--- config.mk ---
export PLATFORM = sky130hd
export DESIGN_NAME = anabellek_hakemi_flat
export DESIGN_NICKNAME = d
export VERILOG_FILES = /design/src/rtl/anabellek_hakemi_if.sv /design/src/rtl/anabellek_hakemi.sv /design/src/flat_wrapper.sv
export SDC_FILE = /design/constraint.sdc
export NUM_CORES = 1
export LEC_CHECK = 0
export ABC_AREA = 1
export CAP_MARGIN = 15
export CELL_PAD_IN_SITES_DETAIL_PLACEMENT = 0
export CELL_PAD_IN_SITES_GLOBAL_PLACEMENT = 1
export CORE_AREA = 2 2 288 290
export DETAILED_ROUTE_END_ITERATION = 16
export DIE_AREA = 0 0 290 292
export GPL_TIMING_DRIVEN = 0
export PLACE_DENSITY = 0.62
export SYNTH_ARGS = -nofsm -noshare
export SYNTH_HDL_FRONTEND = slang
export SYNTH_SLANG_ARGS = --single-unit
--- constraint.sdc ---
create_clock -name clk_i -period 25.8 [get_ports clk_i]
set_clock_uncertainty 0.05 [all_clocks]
set_input_delay 3.87 -clock clk_i [delete_from_list [all_inputs] [get_ports clk_i]]
set_output_delay 3.87 -clock clk_i [all_outputs]
set_load 0.005 [all_outputs]
--- src/rtl/anabellek_hakemi_if.sv ---
// ---------------------------------------------------------------------------
// anabellek_hakemi_if
//
// Purpose:
//   Groups every request/response signal around the main-memory arbiter into
//   one bundle: the instruction-cache (getir) port, the data-cache (bellek)
//   port, the arbiter-free flag and the main-memory (anabellek) port.
//   The signal names keep their _i/_o suffixes as seen from the arbiter, so a
//   name reads the same inside the arbiter and in the surrounding system.
//
// Parameters:
//   ADRES_BIT  address width of every address signal
//   OBEK_BIT   cache block width of every data signal
//
// Modports:
//   slave   the arbiter's view (requests and memory responses come in)
//   master  the surrounding system: both caches plus the main memory
//
// Signal summary (direction as seen by the arbiter):
//   getir_istek_i / getir_adres_i                  fetch-side block read request
//   getir_veri_hazir_o / getir_obek_o              fetch-side done pulse + block
//   bellek_istek_i / bellek_adres_i / bellek_yaz_i data-side request, address, op
//   bellek_yazilacak_obek_i                        data-side block to write
//   bellek_veri_hazir_o / bellek_obek_o            data-side done pulse + block
//   hakem_musait_o                                 arbiter idle
//   anabellek_istek_o / _yaz_o / _oku_o            memory request strobes
//   anabellek_adres_o / _yazilacak_obek_o          memory address and write block
//   anabellek_musait_i / _veri_hazir_i / _obek_i   memory accept, done, read block
// ---------------------------------------------------------------------------
interface anabellek_hakemi_if #(
    parameter int ADRES_BIT = 32,
    parameter int OBEK_BIT  = 128
);

    // Fetch (instruction cache) side
    logic                 getir_istek_i;
    logic [ADRES_BIT-1:0] getir_adres_i;
    logic                 getir_veri_hazir_o;
    logic [OBEK_BIT-1:0]  getir_obek_o;

    // Data cache side
    logic                 bellek_istek_i;
    logic [ADRES_BIT-1:0] bellek_adres_i;
    logic                 bellek_yaz_i;
    logic [OBEK_BIT-1:0]  bellek_yazilacak_obek_i;
    logic                 bellek_veri_hazir_o;
    logic [OBEK_BIT-1:0]  bellek_obek_o;

    // Arbiter status
    logic                 hakem_musait_o;

    // Main memory side
    logic                 anabellek_istek_o;
    logic                 anabellek_yaz_o;
    logic                 anabellek_oku_o;
    logic [ADRES_BIT-1:0] anabellek_adres_o;
    logic [OBEK_BIT-1:0]  anabellek_yazilacak_obek_o;
    logic                 anabellek_musait_i;
    logic                 anabellek_veri_hazir_i;
    logic [OBEK_BIT-1:0]  anabellek_obek_i;

    // The arbiter itself
    modport slave (
        input  getir_istek_i,
        input  getir_adres_i,
        output getir_veri_hazir_o,
        output getir_obek_o,
        input  bellek_istek_i,
        input  bellek_adres_i,
        input  bellek_yaz_i,
        input  bellek_yazilacak_obek_i,
        output bellek_veri_hazir_o,
        output bellek_obek_o,
        output hakem_musait_o,
        output anabellek_istek_o,
        output anabellek_yaz_o,
        output anabellek_oku_o,
        output anabellek_adres_o,
        output anabellek_yazilacak_obek_o,
        input  anabellek_musait_i,
        input  anabellek_veri_hazir_i,
        input  anabellek_obek_i
    );

    // Everything around the arbiter: both caches and the main memory
    modport master (
        output getir_istek_i,
        output getir_adres_i,
        input  getir_veri_hazir_o,
        input  getir_obek_o,
        output bellek_istek_i,
        output bellek_adres_i,
        output bellek_yaz_i,
        output bellek_yazilacak_obek_i,
        input  bellek_veri_hazir_o,
        input  bellek_obek_o,
        input  hakem_musait_o,
        input  anabellek_istek_o,
        input  anabellek_yaz_o,
        input  anabellek_oku_o,
        input  anabellek_adres_o,
        input  anabellek_yazilacak_obek_o,
        output anabellek_musait_i,
        output anabellek_veri_hazir_i,
        output anabellek_obek_i
    );

endinterface

--- src/rtl/anabellek_hakemi.sv ---
// ---------------------------------------------------------------------------
// anabellek_hakemi
//
// Purpose:
//   Main-memory arbiter shared by the instruction cache (getir) and the data
//   cache (bellek). One block transaction is in flight at a time. When both
//   caches ask at once, the side that was not served last wins, so neither
//   can starve the other. Every output comes straight from a flop.
//
//   Transaction flow:
//     BOSTA  idle; requests sampled, the winner and its address/op/block latched
//     ISTEK  request strobes held on the memory port until the memory accepts
//     BEKLE  waiting for memory completion; read data captured for the winner
//     TAMAM  one-cycle done pulse to the winner, fairness pointer updated
//
// Parameters:
//   ADRES_BIT  address width
//   OBEK_BIT   cache block width
//
// Ports:
//   clk_i     clock, all state changes on the rising edge
//   rst_i     asynchronous active-high reset
//   hakem_if  request/response bundle (slave modport), see anabellek_hakemi_if
// ---------------------------------------------------------------------------
module anabellek_hakemi #(
    parameter int ADRES_BIT = 32,
    parameter int OBEK_BIT  = 128
) (
    input  logic              clk_i,
    input  logic              rst_i,
    anabellek_hakemi_if.slave hakem_if
);

    typedef enum logic [1:0] {
        BOSTA = 2'd0,
        ISTEK = 2'd1,
        BEKLE = 2'd2,
        TAMAM = 2'd3
    } durum_t;

    typedef enum logic {
        GETIR  = 1'b0,
        BELLEK = 1'b1
    } taraf_t;

    // Blocks are 16 bytes, so the memory always sees a block-aligned address.
    localparam logic [ADRES_BIT-1:0] ALT_MASKE = ADRES_BIT'(4'hF);

    // Registered state
    durum_t               r_durum;
    taraf_t               r_son_hizmet;
    taraf_t               r_kazanan;
    logic                 r_yaz;
    logic [ADRES_BIT-1:0] r_adres;
    logic [OBEK_BIT-1:0]  r_yaz_obek;
    logic                 r_istek;
    logic                 r_yaz_strobe;
    logic                 r_oku_strobe;
    logic                 r_getir_hazir;
    logic                 r_bellek_hazir;
    logic [OBEK_BIT-1:0]  r_getir_obek;
    logic [OBEK_BIT-1:0]  r_bellek_obek;
    logic                 r_hakem_musait;

    // Next-state values
    durum_t               w_durum;
    taraf_t               w_son_hizmet;
    taraf_t               w_kazanan;
    logic                 w_yaz;
    logic [ADRES_BIT-1:0] w_adres;
    logic [OBEK_BIT-1:0]  w_yaz_obek;
    logic                 w_istek;
    logic                 w_yaz_strobe;
    logic                 w_oku_strobe;
    logic                 w_getir_hazir;
    logic                 w_bellek_hazir;
    logic [OBEK_BIT-1:0]  w_getir_obek;
    logic [OBEK_BIT-1:0]  w_bellek_obek;
    logic                 w_hakem_musait;

    // Arbitration helpers
    taraf_t               w_secilen;
    logic                 w_secilen_yaz;
    logic [ADRES_BIT-1:0] w_ham_adres;
    logic [ADRES_BIT-1:0] w_hizali_adres;

    // Picks who would win if a transaction started this cycle. A lone
    // requester always wins; on a tie the pointer r_son_hizmet names the side
    // served last, and the other side gets the grant. The pointer resets to
    // getir, so the very first tie goes to the data cache.
    always_comb begin
        w_secilen = GETIR;
        if (hakem_if.getir_istek_i && hakem_if.bellek_istek_i) begin
            if (r_son_hizmet == GETIR) begin
                w_secilen = BELLEK;
            end else begin
                w_secilen = GETIR;
            end
        end else if (hakem_if.bellek_istek_i) begin
            w_secilen = BELLEK;
        end
    end

    // Only the data cache can write; its address is block-aligned before it
    // is latched so later changes on the request inputs cannot leak through.
    assign w_secilen_yaz  = (w_secilen == BELLEK) && hakem_if.bellek_yaz_i;
    assign w_ham_adres    = (w_secilen == BELLEK) ? hakem_if.bellek_adres_i
                                                  : hakem_if.getir_adres_i;
    assign w_hizali_adres = w_ham_adres & ~ALT_MASKE;

    // Next-state and next-output logic. Latched transaction fields and the
    // read-block registers hold by default; strobes and done pulses default
    // low so each state only has to name what it drives high. Memory
    // completion is only looked at in BEKLE, so a stray completion in any
    // other state is ignored.
    always_comb begin
        w_durum        = r_durum;
        w_son_hizmet   = r_son_hizmet;
        w_kazanan      = r_kazanan;
        w_yaz          = r_yaz;
        w_adres        = r_adres;
        w_yaz_obek     = r_yaz_obek;
        w_istek        = 1'b0;
        w_yaz_strobe   = 1'b0;
        w_oku_strobe   = 1'b0;
        w_getir_hazir  = 1'b0;
        w_bellek_hazir = 1'b0;
        w_getir_obek   = r_getir_obek;
        w_bellek_obek  = r_bellek_obek;

        case (r_durum)
            BOSTA: begin
                if (hakem_if.getir_istek_i || hakem_if.bellek_istek_i) begin
                    w_kazanan    = w_secilen;
                    w_yaz        = w_secilen_yaz;
                    w_adres      = w_hizali_adres;
                    w_yaz_obek   = w_secilen_yaz ? hakem_if.bellek_yazilacak_obek_i
                                                 : '0;
                    w_istek      = 1'b1;
                    w_yaz_strobe = w_secilen_yaz;
                    w_oku_strobe = !w_secilen_yaz;
                    w_durum      = ISTEK;
                end
            end

            ISTEK: begin
                if (hakem_if.anabellek_musait_i) begin
                    w_durum = BEKLE;
                end else begin
                    w_istek      = 1'b1;
                    w_yaz_strobe = r_yaz;
                    w_oku_strobe = !r_yaz;
                end
            end

            BEKLE: begin
                if (hakem_if.anabellek_veri_hazir_i) begin
                    if (r_kazanan == GETIR) begin
                        w_getir_hazir = 1'b1;
                        if (!r_yaz) begin
                            w_getir_obek = hakem_if.anabellek_obek_i;
                        end
                    end else begin
                        w_bellek_hazir = 1'b1;
                        if (!r_yaz) begin
                            w_bellek_obek = hakem_if.anabellek_obek_i;
                        end
                    end
                    w_durum = TAMAM;
                end
            end

            TAMAM: begin
                w_son_hizmet = r_kazanan;
                w_durum      = BOSTA;
            end

            default: begin
                w_durum = BOSTA;
            end
        endcase

        w_hakem_musait = (w_durum == BOSTA);
    end

    // State and output registers. Reset drops any transaction in flight: the
    // FSM returns to idle and nothing remembers the abandoned request, so a
    // late memory completion finds the arbiter in BOSTA and is ignored.
    always_ff @(posedge clk_i or posedge rst_i) begin
        if (rst_i) begin
            r_durum        <= BOSTA;
            r_son_hizmet   <= GETIR;
            r_kazanan      <= GETIR;
            r_yaz          <= 1'b0;
            r_adres        <= '0;
            r_yaz_obek     <= '0;
            r_istek        <= 1'b0;
            r_yaz_strobe   <= 1'b0;
            r_oku_strobe   <= 1'b0;
            r_getir_hazir  <= 1'b0;
            r_bellek_hazir <= 1'b0;
            r_getir_obek   <= '0;
            r_bellek_obek  <= '0;
            r_hakem_musait <= 1'b1;
        end else begin
            r_durum        <= w_durum;
            r_son_hizmet   <= w_son_hizmet;
            r_kazanan      <= w_kazanan;
            r_yaz          <= w_yaz;
            r_adres        <= w_adres;
            r_yaz_obek     <= w_yaz_obek;
            r_istek        <= w_istek;
            r_yaz_strobe   <= w_yaz_strobe;
            r_oku_strobe   <= w_oku_strobe;
            r_getir_hazir  <= w_getir_hazir;
            r_bellek_hazir <= w_bellek_hazir;
            r_getir_obek   <= w_getir_obek;
            r_bellek_obek  <= w_bellek_obek;
            r_hakem_musait <= w_hakem_musait;
        end
    end

    // Outputs are straight register copies.
    assign hakem_if.getir_veri_hazir_o         = r_getir_hazir;
    assign hakem_if.getir_obek_o               = r_getir_obek;
    assign hakem_if.bellek_veri_hazir_o        = r_bellek_hazir;
    assign hakem_if.bellek_obek_o              = r_bellek_obek;
    assign hakem_if.hakem_musait_o             = r_hakem_musait;
    assign hakem_if.anabellek_istek_o          = r_istek;
    assign hakem_if.anabellek_yaz_o            = r_yaz_strobe;
    assign hakem_if.anabellek_oku_o            = r_oku_strobe;
    assign hakem_if.anabellek_adres_o          = r_adres;
    assign hakem_if.anabellek_yazilacak_obek_o = r_yaz_obek;

endmodule

--- src/flat_wrapper.sv ---
// flat-port wrapper written by rule: the top's interface ports become plain ports
module anabellek_hakemi_flat 
#(
    parameter int ADRES_BIT = 32,
    parameter int OBEK_BIT  = 128
)
  (clk_i, rst_i, hakem_if_getir_istek_i, hakem_if_getir_adres_i, hakem_if_getir_veri_hazir_o, hakem_if_getir_obek_o, hakem_if_bellek_istek_i, hakem_if_bellek_adres_i, hakem_if_bellek_yaz_i, hakem_if_bellek_yazilacak_obek_i, hakem_if_bellek_veri_hazir_o, hakem_if_bellek_obek_o, hakem_if_hakem_musait_o, hakem_if_anabellek_istek_o, hakem_if_anabellek_yaz_o, hakem_if_anabellek_oku_o, hakem_if_anabellek_adres_o, hakem_if_anabellek_yazilacak_obek_o, hakem_if_anabellek_musait_i, hakem_if_anabellek_veri_hazir_i, hakem_if_anabellek_obek_i);
  anabellek_hakemi_if #(.ADRES_BIT(ADRES_BIT), .OBEK_BIT(OBEK_BIT)) hakem_if_i ();
  input  logic clk_i;
  input  logic rst_i;
  input wire logic [$bits(hakem_if_i.getir_istek_i)-1:0] hakem_if_getir_istek_i;
  input wire logic [$bits(hakem_if_i.getir_adres_i)-1:0] hakem_if_getir_adres_i;
  output wire logic [$bits(hakem_if_i.getir_veri_hazir_o)-1:0] hakem_if_getir_veri_hazir_o;
  output wire logic [$bits(hakem_if_i.getir_obek_o)-1:0] hakem_if_getir_obek_o;
  input wire logic [$bits(hakem_if_i.bellek_istek_i)-1:0] hakem_if_bellek_istek_i;
  input wire logic [$bits(hakem_if_i.bellek_adres_i)-1:0] hakem_if_bellek_adres_i;
  input wire logic [$bits(hakem_if_i.bellek_yaz_i)-1:0] hakem_if_bellek_yaz_i;
  input wire logic [$bits(hakem_if_i.bellek_yazilacak_obek_i)-1:0] hakem_if_bellek_yazilacak_obek_i;
  output wire logic [$bits(hakem_if_i.bellek_veri_hazir_o)-1:0] hakem_if_bellek_veri_hazir_o;
  output wire logic [$bits(hakem_if_i.bellek_obek_o)-1:0] hakem_if_bellek_obek_o;
  output wire logic [$bits(hakem_if_i.hakem_musait_o)-1:0] hakem_if_hakem_musait_o;
  output wire logic [$bits(hakem_if_i.anabellek_istek_o)-1:0] hakem_if_anabellek_istek_o;
  output wire logic [$bits(hakem_if_i.anabellek_yaz_o)-1:0] hakem_if_anabellek_yaz_o;
  output wire logic [$bits(hakem_if_i.anabellek_oku_o)-1:0] hakem_if_anabellek_oku_o;
  output wire logic [$bits(hakem_if_i.anabellek_adres_o)-1:0] hakem_if_anabellek_adres_o;
  output wire logic [$bits(hakem_if_i.anabellek_yazilacak_obek_o)-1:0] hakem_if_anabellek_yazilacak_obek_o;
  input wire logic [$bits(hakem_if_i.anabellek_musait_i)-1:0] hakem_if_anabellek_musait_i;
  input wire logic [$bits(hakem_if_i.anabellek_veri_hazir_i)-1:0] hakem_if_anabellek_veri_hazir_i;
  input wire logic [$bits(hakem_if_i.anabellek_obek_i)-1:0] hakem_if_anabellek_obek_i;
  assign hakem_if_i.getir_istek_i = hakem_if_getir_istek_i;
  assign hakem_if_i.getir_adres_i = hakem_if_getir_adres_i;
  assign hakem_if_getir_veri_hazir_o = hakem_if_i.getir_veri_hazir_o;
  assign hakem_if_getir_obek_o = hakem_if_i.getir_obek_o;
  assign hakem_if_i.bellek_istek_i = hakem_if_bellek_istek_i;
  assign hakem_if_i.bellek_adres_i = hakem_if_bellek_adres_i;
  assign hakem_if_i.bellek_yaz_i = hakem_if_bellek_yaz_i;
  assign hakem_if_i.bellek_yazilacak_obek_i = hakem_if_bellek_yazilacak_obek_i;
  assign hakem_if_bellek_veri_hazir_o = hakem_if_i.bellek_veri_hazir_o;
  assign hakem_if_bellek_obek_o = hakem_if_i.bellek_obek_o;
  assign hakem_if_hakem_musait_o = hakem_if_i.hakem_musait_o;
  assign hakem_if_anabellek_istek_o = hakem_if_i.anabellek_istek_o;
  assign hakem_if_anabellek_yaz_o = hakem_if_i.anabellek_yaz_o;
  assign hakem_if_anabellek_oku_o = hakem_if_i.anabellek_oku_o;
  assign hakem_if_anabellek_adres_o = hakem_if_i.anabellek_adres_o;
  assign hakem_if_anabellek_yazilacak_obek_o = hakem_if_i.anabellek_yazilacak_obek_o;
  assign hakem_if_i.anabellek_musait_i = hakem_if_anabellek_musait_i;
  assign hakem_if_i.anabellek_veri_hazir_i = hakem_if_anabellek_veri_hazir_i;
  assign hakem_if_i.anabellek_obek_i = hakem_if_anabellek_obek_i;
  anabellek_hakemi #(.ADRES_BIT(ADRES_BIT), .OBEK_BIT(OBEK_BIT)) u_core (.clk_i(clk_i), .rst_i(rst_i), .hakem_if(hakem_if_i));
endmodule
Word-level counts from Yosys, hierarchy flattened
Index checks and enable logic that the tools add are counted.
- bits in registers: 423
- input port bits: 327
- output and inout bits: 422
- word-level logic and storage cells: 53
- eq/ne operators: 3
- multiplexer cells: 24
- bitwise gates (word level): 2
- reduce and logical (&&, ||, !) cells: 10
- operators by type and width (cell ; count):
    $mux W128 ; 1
    $mux W32 ; 1
    $mux W1 ; 15
    $pmux W2 S4 ; 1
    $reduce_and A4 Y1 ; 2
    $mux W2 ; 3
    $pmux W1 S2 ; 3
    $eq A2 B2 Y1 const B ; 2
    $logic_not A2 Y1 ; 2
    $eq A2 B1 Y1 const B ; 1
    $logic_and A1 B1 Y1 ; 2
    $logic_not A1 Y1 ; 2
    $not A1 Y1 ; 2
    $reduce_and A2 Y1 ; 1
    $logic_or A1 B1 Y1 ; 1

Depth between registers and ports, before layout
- depth in word-level cells: 6
- gate-level depth with buffers: 8
- gate-level depth less buffers: 6

Worst setup path after synthesis
OpenSTA, ideal clock, no wires.
- kind: input to register
- start: input port hakem_if_bellek_istek_i
- end: register u_core.r_yaz_obek[30] (netlist: u_core.hakem_if.anabellek_yazilacak_obek_o[30])
- setup time: 0.133 ns
- data arrival time: 4.664 ns
- data required time: 25.617 ns
- path slack: 20.952 ns
- cell stages on the path: 8
- buffers on the path: 3
- cell sequence: buf_2 -> inv_2 -> nand2_1 -> nand2_1 -> buf_4 -> buf_2 -> nand2_1 -> o21ai_0
- longest elaborated chain between the ends: 4
- elaborated cells on any way between the ends: 7
- classes of those cells: 3 x mux; 4 x reduce/logical
- RTL lines (element ; RTL line ; RTL):
    start: declaration ; flat_wrapper.sv:15 ; input wire logic [$bits(hakem_if_i.bellek_istek_i)-1:0] hakem_if_bellek_istek_i;
    $mux W1 / $logic_and A1 B1 Y1 (equally long branches) ; anabellek_hakemi.sv:99, anabellek_hakemi.sv:93 ;
    $mux W1 ; anabellek_hakemi.sv:93 ; if (hakem_if.getir_istek_i && hakem_if.bellek_istek_i) begin
    $logic_and A1 B1 Y1 ; anabellek_hakemi.sv:106 ; assign w_secilen_yaz = (w_secilen == BELLEK) && hakem_if.bellek_yaz_i;
    $mux W128 ; anabellek_hakemi.sv:137 ; w_yaz_obek = w_secilen_yaz ? hakem_if.bellek_yazilacak_obek_i
    end signal: assignment ; anabellek_hakemi.sv:211 ; r_yaz_obek <= w_yaz_obek;
    end: declaration ; anabellek_hakemi.sv:55 ; logic [OBEK_BIT-1:0] r_yaz_obek;
Parallel ways exist; a longest one is shown, timed or not.
A chain may end at the register's enable or synchronous reset.

Worst setup path in the final report
- start: register u_core.r_getir_obek[127] (netlist: u_core.hakem_if.getir_obek_o[127])
- end: output port hakem_if_getir_obek_o[127]
- RTL lines (element ; RTL line ; RTL):
    start: declaration ; anabellek_hakemi.sv:61 ; logic [OBEK_BIT-1:0] r_getir_obek;
    start signal: assignment ; anabellek_hakemi.sv:217 ; r_getir_obek <= w_getir_obek;
    end: declaration ; flat_wrapper.sv:14 ; output wire logic [$bits(hakem_if_i.getir_obek_o)-1:0] hakem_if_getir_obek_o;
No word-level cell between the ends.

==> out/qor.csv <==
stage,metric,value,unit
placement,"worst slack, placed",19.64,ns
synth,post-synthesis xor/xnor area fraction,0,%
setup_path,Buffers & Inverters on Critical Path,1,
detailed_routing,average vias per placed instance,4.25,
clock_network,clock tree from TritonCTS,yes,
clock_network,post-CTS resize count,0,
pwr,power density of the placed cells,112,mW/mm^2
detailed_routing,DR iter-0 viols,855,
timing,final count of hold timing violations,0,
timing,achievable frequency,0.178,GHz
grt,initial antenna violation count,10,
job,max-cap check violation count,0,
synth,Yosys cell types,17,
grt,grt ovf,0,
synth,post-synthesis sequential element count,423,
synth,most frequent cell after synthesis,sky130_fd_sc_hd__nand2_1,
timing,setup-violating endpoint count in the final report,0,
hold_path,worst min-delay path endpoint,u_core.hakem_if.bellek_obek_o[76],
synth,"top cells by count, synth","867 x sky130_fd_sc_hd__nand2_1, 422 x sky130_fd_sc_hd__dfrtp_1, 316 x sky130_fd_sc_hd__nand3_1, 101 x sky130_fd_sc_hd__o21ai_0, 86 x sky130_fd_sc_hd__buf_2",
synth,synthesized area per cell,8.73,sq um
placement,post-detailed-placement half-perimeter wirelength,57900,um
setup_path,source of the critical timing path,u_core.hakem_if.getir_obek_o[127],
floorplanning,effective utilization at floorplan,21.0,%
grt,global-route wire length before repair,111000,um
setup_path,crit path max-delay cell type,sky130_fd_sc_hd__clkdlybuf4s50_1,
detailed_routing,wire length per cell after detailed routing,19.3,um
floorplanning,# rows,105,
detailed_routing,Remaining DRCs,0,
timing,final setup TNS,0,ns
setup_path,worst-path cell chain,clkdlybuf4s50_1,
finish,Final nets,3082,
clock_network,Num Clock Sinks,423,
synth,number of enable flip-flop cells after synthesis,0,
synth,Mapped Area,0.0171,sq mm
placement,last weighted congestion value of the routability-driven placer,0.861,
clock_network,number of hold-repair buffers added at the cts stage,0,
synth,"FFs w/ async S/R, synth",100,%
hold_path,path category of the worst min-delay check,register to register,
synth,main combinational cell family by area after synthesis,simple AND/OR/NAND/NOR gates,
synth,count of mapped cells out of synthesis,1961,
timing,"Slew Viols, Final",0,
hold_path,cell count of the worst hold path,2,
placement,post-placement cell count,3772,
clock_network,# H-tree levels,2,
setup_path,depth of the worst register-to-register path,6,
synth,top flip-flop cell by instance count after synthesis,sky130_fd_sc_hd__dfrtp_1,
setup_path,startpoint kind of the worst setup timing path,register,
detailed_routing,total iterations of the first detailed-routing run,5,
grt,maximum number of pins on one net before global-route repair,119,
setup_path,critical path's top delay family,buffers and inverters,
placement,count of input and output buffers,735,
timing,crit share post-route,21.8,%
pwr,leakage power total,12.9,nW
floorplanning,die span in y,292,um
timing,max-slew headroom at the worst pin,41.8,%
clock_network,clock buffer depth,3,
synth,"share of synthesized cell area in full adder, half adder and majority cells",0,%
finish,post-route non-filler standard cell count,3870,
floorplanning,full die area,0.0847,sq mm
grt,total track usage,17.2,%
synth,complex-gate fraction of the synthesized area,3.89,%
setup_path,largest driver fanout on the critical path,2,
finish,# fillers,8443,
timing,RSZ-0062 raised after global routing,no,
synth,Yosys top cell area share,61.7,%
detailed_routing,ANT nets after route,0,
floorplanning,Core Box Area,0.0816,sq mm
setup_path,start of the worst register-to-register path,u_core.r_durum[1],
clock_network,worst-skew pair later-pin latency,0.58,ns
clock_network,number of buffers inserted by post-CTS setup repair,0,
floorplanning,die boundary width,290,um
setup_path,FF-to-FF End,u_core.hakem_if.anabellek_yazilacak_obek_o[24],
finish,fraction of final layout cells with drive strength greater than 1,6.97,%
detailed_routing,number of vias in the routed layout,16500,
clock_network,number of buffers added by the clock tree synthesis step,51,
floorplanning,number of placed I/O pins,749,
synth,Ys Warns,0,
pwr,total power after layout,3.09,mW
synth,"post-synthesis share of cell area spent on and, or, nand and nor gates",28.6,%
hold_path,source of the worst hold timing path,u_core.hakem_if.bellek_obek_o[76],
setup_path,CP max stage delay,0.76,ns
clock_network,clk slew on worst S/H paths,0.06,ns
setup_path,type of the setup path with the least slack,register to primary output,
setup_path,crit path DAT,1.70,ns
synth,sequential element share of the synthesized area,61.8,%
pwr,Max IR drop VDD,0.0000467,V
synth,post-synthesis mux area share,0,%
timing,setup ws final,20.18,ns
outcome,run status,finished clean,
synth,"area leader, netlist",sky130_fd_sc_hd__dfrtp_1,
detailed_routing,Detailed Route WL,74800,um
clock_network,master cell of the clock root buffer,sky130_fd_sc_hd__clkbuf_16,
finish,signed area change from the synthesized netlist to the final layout,61.1,%
setup_path,Worst Path Required,21.88,ns
grt,number of global-route vias before repair,17100,
setup_path,internal reg-to-reg setup slack,23.66,ns
timing,actual slew at the worst max-slew pin,0.873,ns
timing,Tmin final,5.62,ns
setup_path,category of the worst setup path capture point,primary output,
synth,largest cells by area after synthesis,"sky130_fd_sc_hd__dfrtp_1 62%, sky130_fd_sc_hd__nand2_1 19%, sky130_fd_sc_hd__nand3_1 9.2%, sky130_fd_sc_hd__o21ai_0 3.0%, sky130_fd_sc_hd__buf_2 2.5%",
-- cells by family (layout without fill, tap and decap cells) --
group / Yosys count / count (layout)
AO/OA/AOI/OAI: 133 / 133
buffers and inverters: 209 / 1042
AND/OR/NAND/NOR: 1195 / 1195
flip-flops: 423 / 423
other: 1 / 7
-- tightest hold or removal path: stages (launching register included) --
cell and delay (ns):
sky130_fd_sc_hd__dfrtp_1 0.34, sky130_fd_sc_hd__nand2_1 0.05, sky130_fd_sc_hd__nand2_1 0.04
-- stage by stage --
step / hold slack, ns / area, sq um / util (%)
after floorplan: 0.410 / 17100 / -
after global placement: 0.404 / 25800 / 31.7
after detailed placement: 0.408 / 25900 / 31.8
after CTS: 0.423 / 27600 / 33.8
after global routing: 0.437 / 27600 / 33.8
final: 0.418 / 27600 / 33.8
-- worst max path at each step --
| stage | to | cells past startpoint |
|---|---|---|
| final | hakem_if_getir_obek_o[127] | 1 |
| after global routing | u_core.hakem_if.getir_obek_o[18] | 4 |
| after CTS | hakem_if_getir_obek_o[127] | 1 |
| after detailed placement | u_core.hakem_if.bellek_obek_o[25] | 4 |
| after global placement | u_core.hakem_if.getir_obek_o[25] | 2 |
| after floorplan | u_core.hakem_if.anabellek_adres_o[10] | 1 |
-- registers in the layout (all words and copies together), names as in the netlist, 2 cells and up --
register / cells
u_core.hakem_if.bellek_obek_o: 128
u_core.hakem_if.anabellek_yazilacak_obek_o: 128
u_core.hakem_if.getir_obek_o: 128
u_core.hakem_if.anabellek_adres_o: 28
u_core.r_durum: 2
-- metal layers --
| layer | wire length [um] | up-vias | global-route usage, % |
|---|---|---|---|
| met4 | 2900 | 10 | 6.92 |
| met5 | 59 | - | 0 |
| li1 | - | 7866 | - |
| met2 | 36900 | 612 | 30.1 |
| met3 | 6670 | 134 | 6.37 |
| met1 | 28300 | 7832 | 18.8 |
-- cell usage in the layout, fill, tap and decap left out, types with 5 or more instances in the layout --
cell,synthesis,final
sky130_fd_sc_hd__buf_1,5,5
sky130_fd_sc_hd__buf_2,86,86
sky130_fd_sc_hd__buf_4,21,21
sky130_fd_sc_hd__clkbuf_1,34,50
sky130_fd_sc_hd__clkbuf_16,0,52
sky130_fd_sc_hd__clkbuf_8,0,12
sky130_fd_sc_hd__clkdlybuf4s50_1,0,735
sky130_fd_sc_hd__clkinv_2,0,8
sky130_fd_sc_hd__dfrtp_1,422,422
sky130_fd_sc_hd__inv_1,60,59
sky130_fd_sc_hd__nand2_1,867,867
sky130_fd_sc_hd__nand3_1,316,316
sky130_fd_sc_hd__nor2_1,8,8
sky130_fd_sc_hd__o21ai_0,101,101
sky130_fd_sc_hd__o21ai_1,32,32
-- where the power goes --
group	leakage, nW	internal (mW)	total [mW]	switching, mW
sequential	5.47	0.941	1.11	0.169
combinational	6.65	0.660	1.26	0.602
clock	0.820	0.417	0.713	0.296
total	12.9	2.02	3.09	1.07
-- final cells by class --
cell class	instances	area [sq um]	area share, %
antenna	3	7.51	0.0272
buffer	146	734	2.66
clock buffer	80	1530	5.53
clock inverter	15	130	0.472
inverter	63	244	0.885
multi-input combinational	1332	5580	20.2
sequential	423	10600	38.4
tap	1070	1340	4.85
timing repair buffer	738	7440	27.0
No activity file was read; power rests on OpenSTA's default activity.
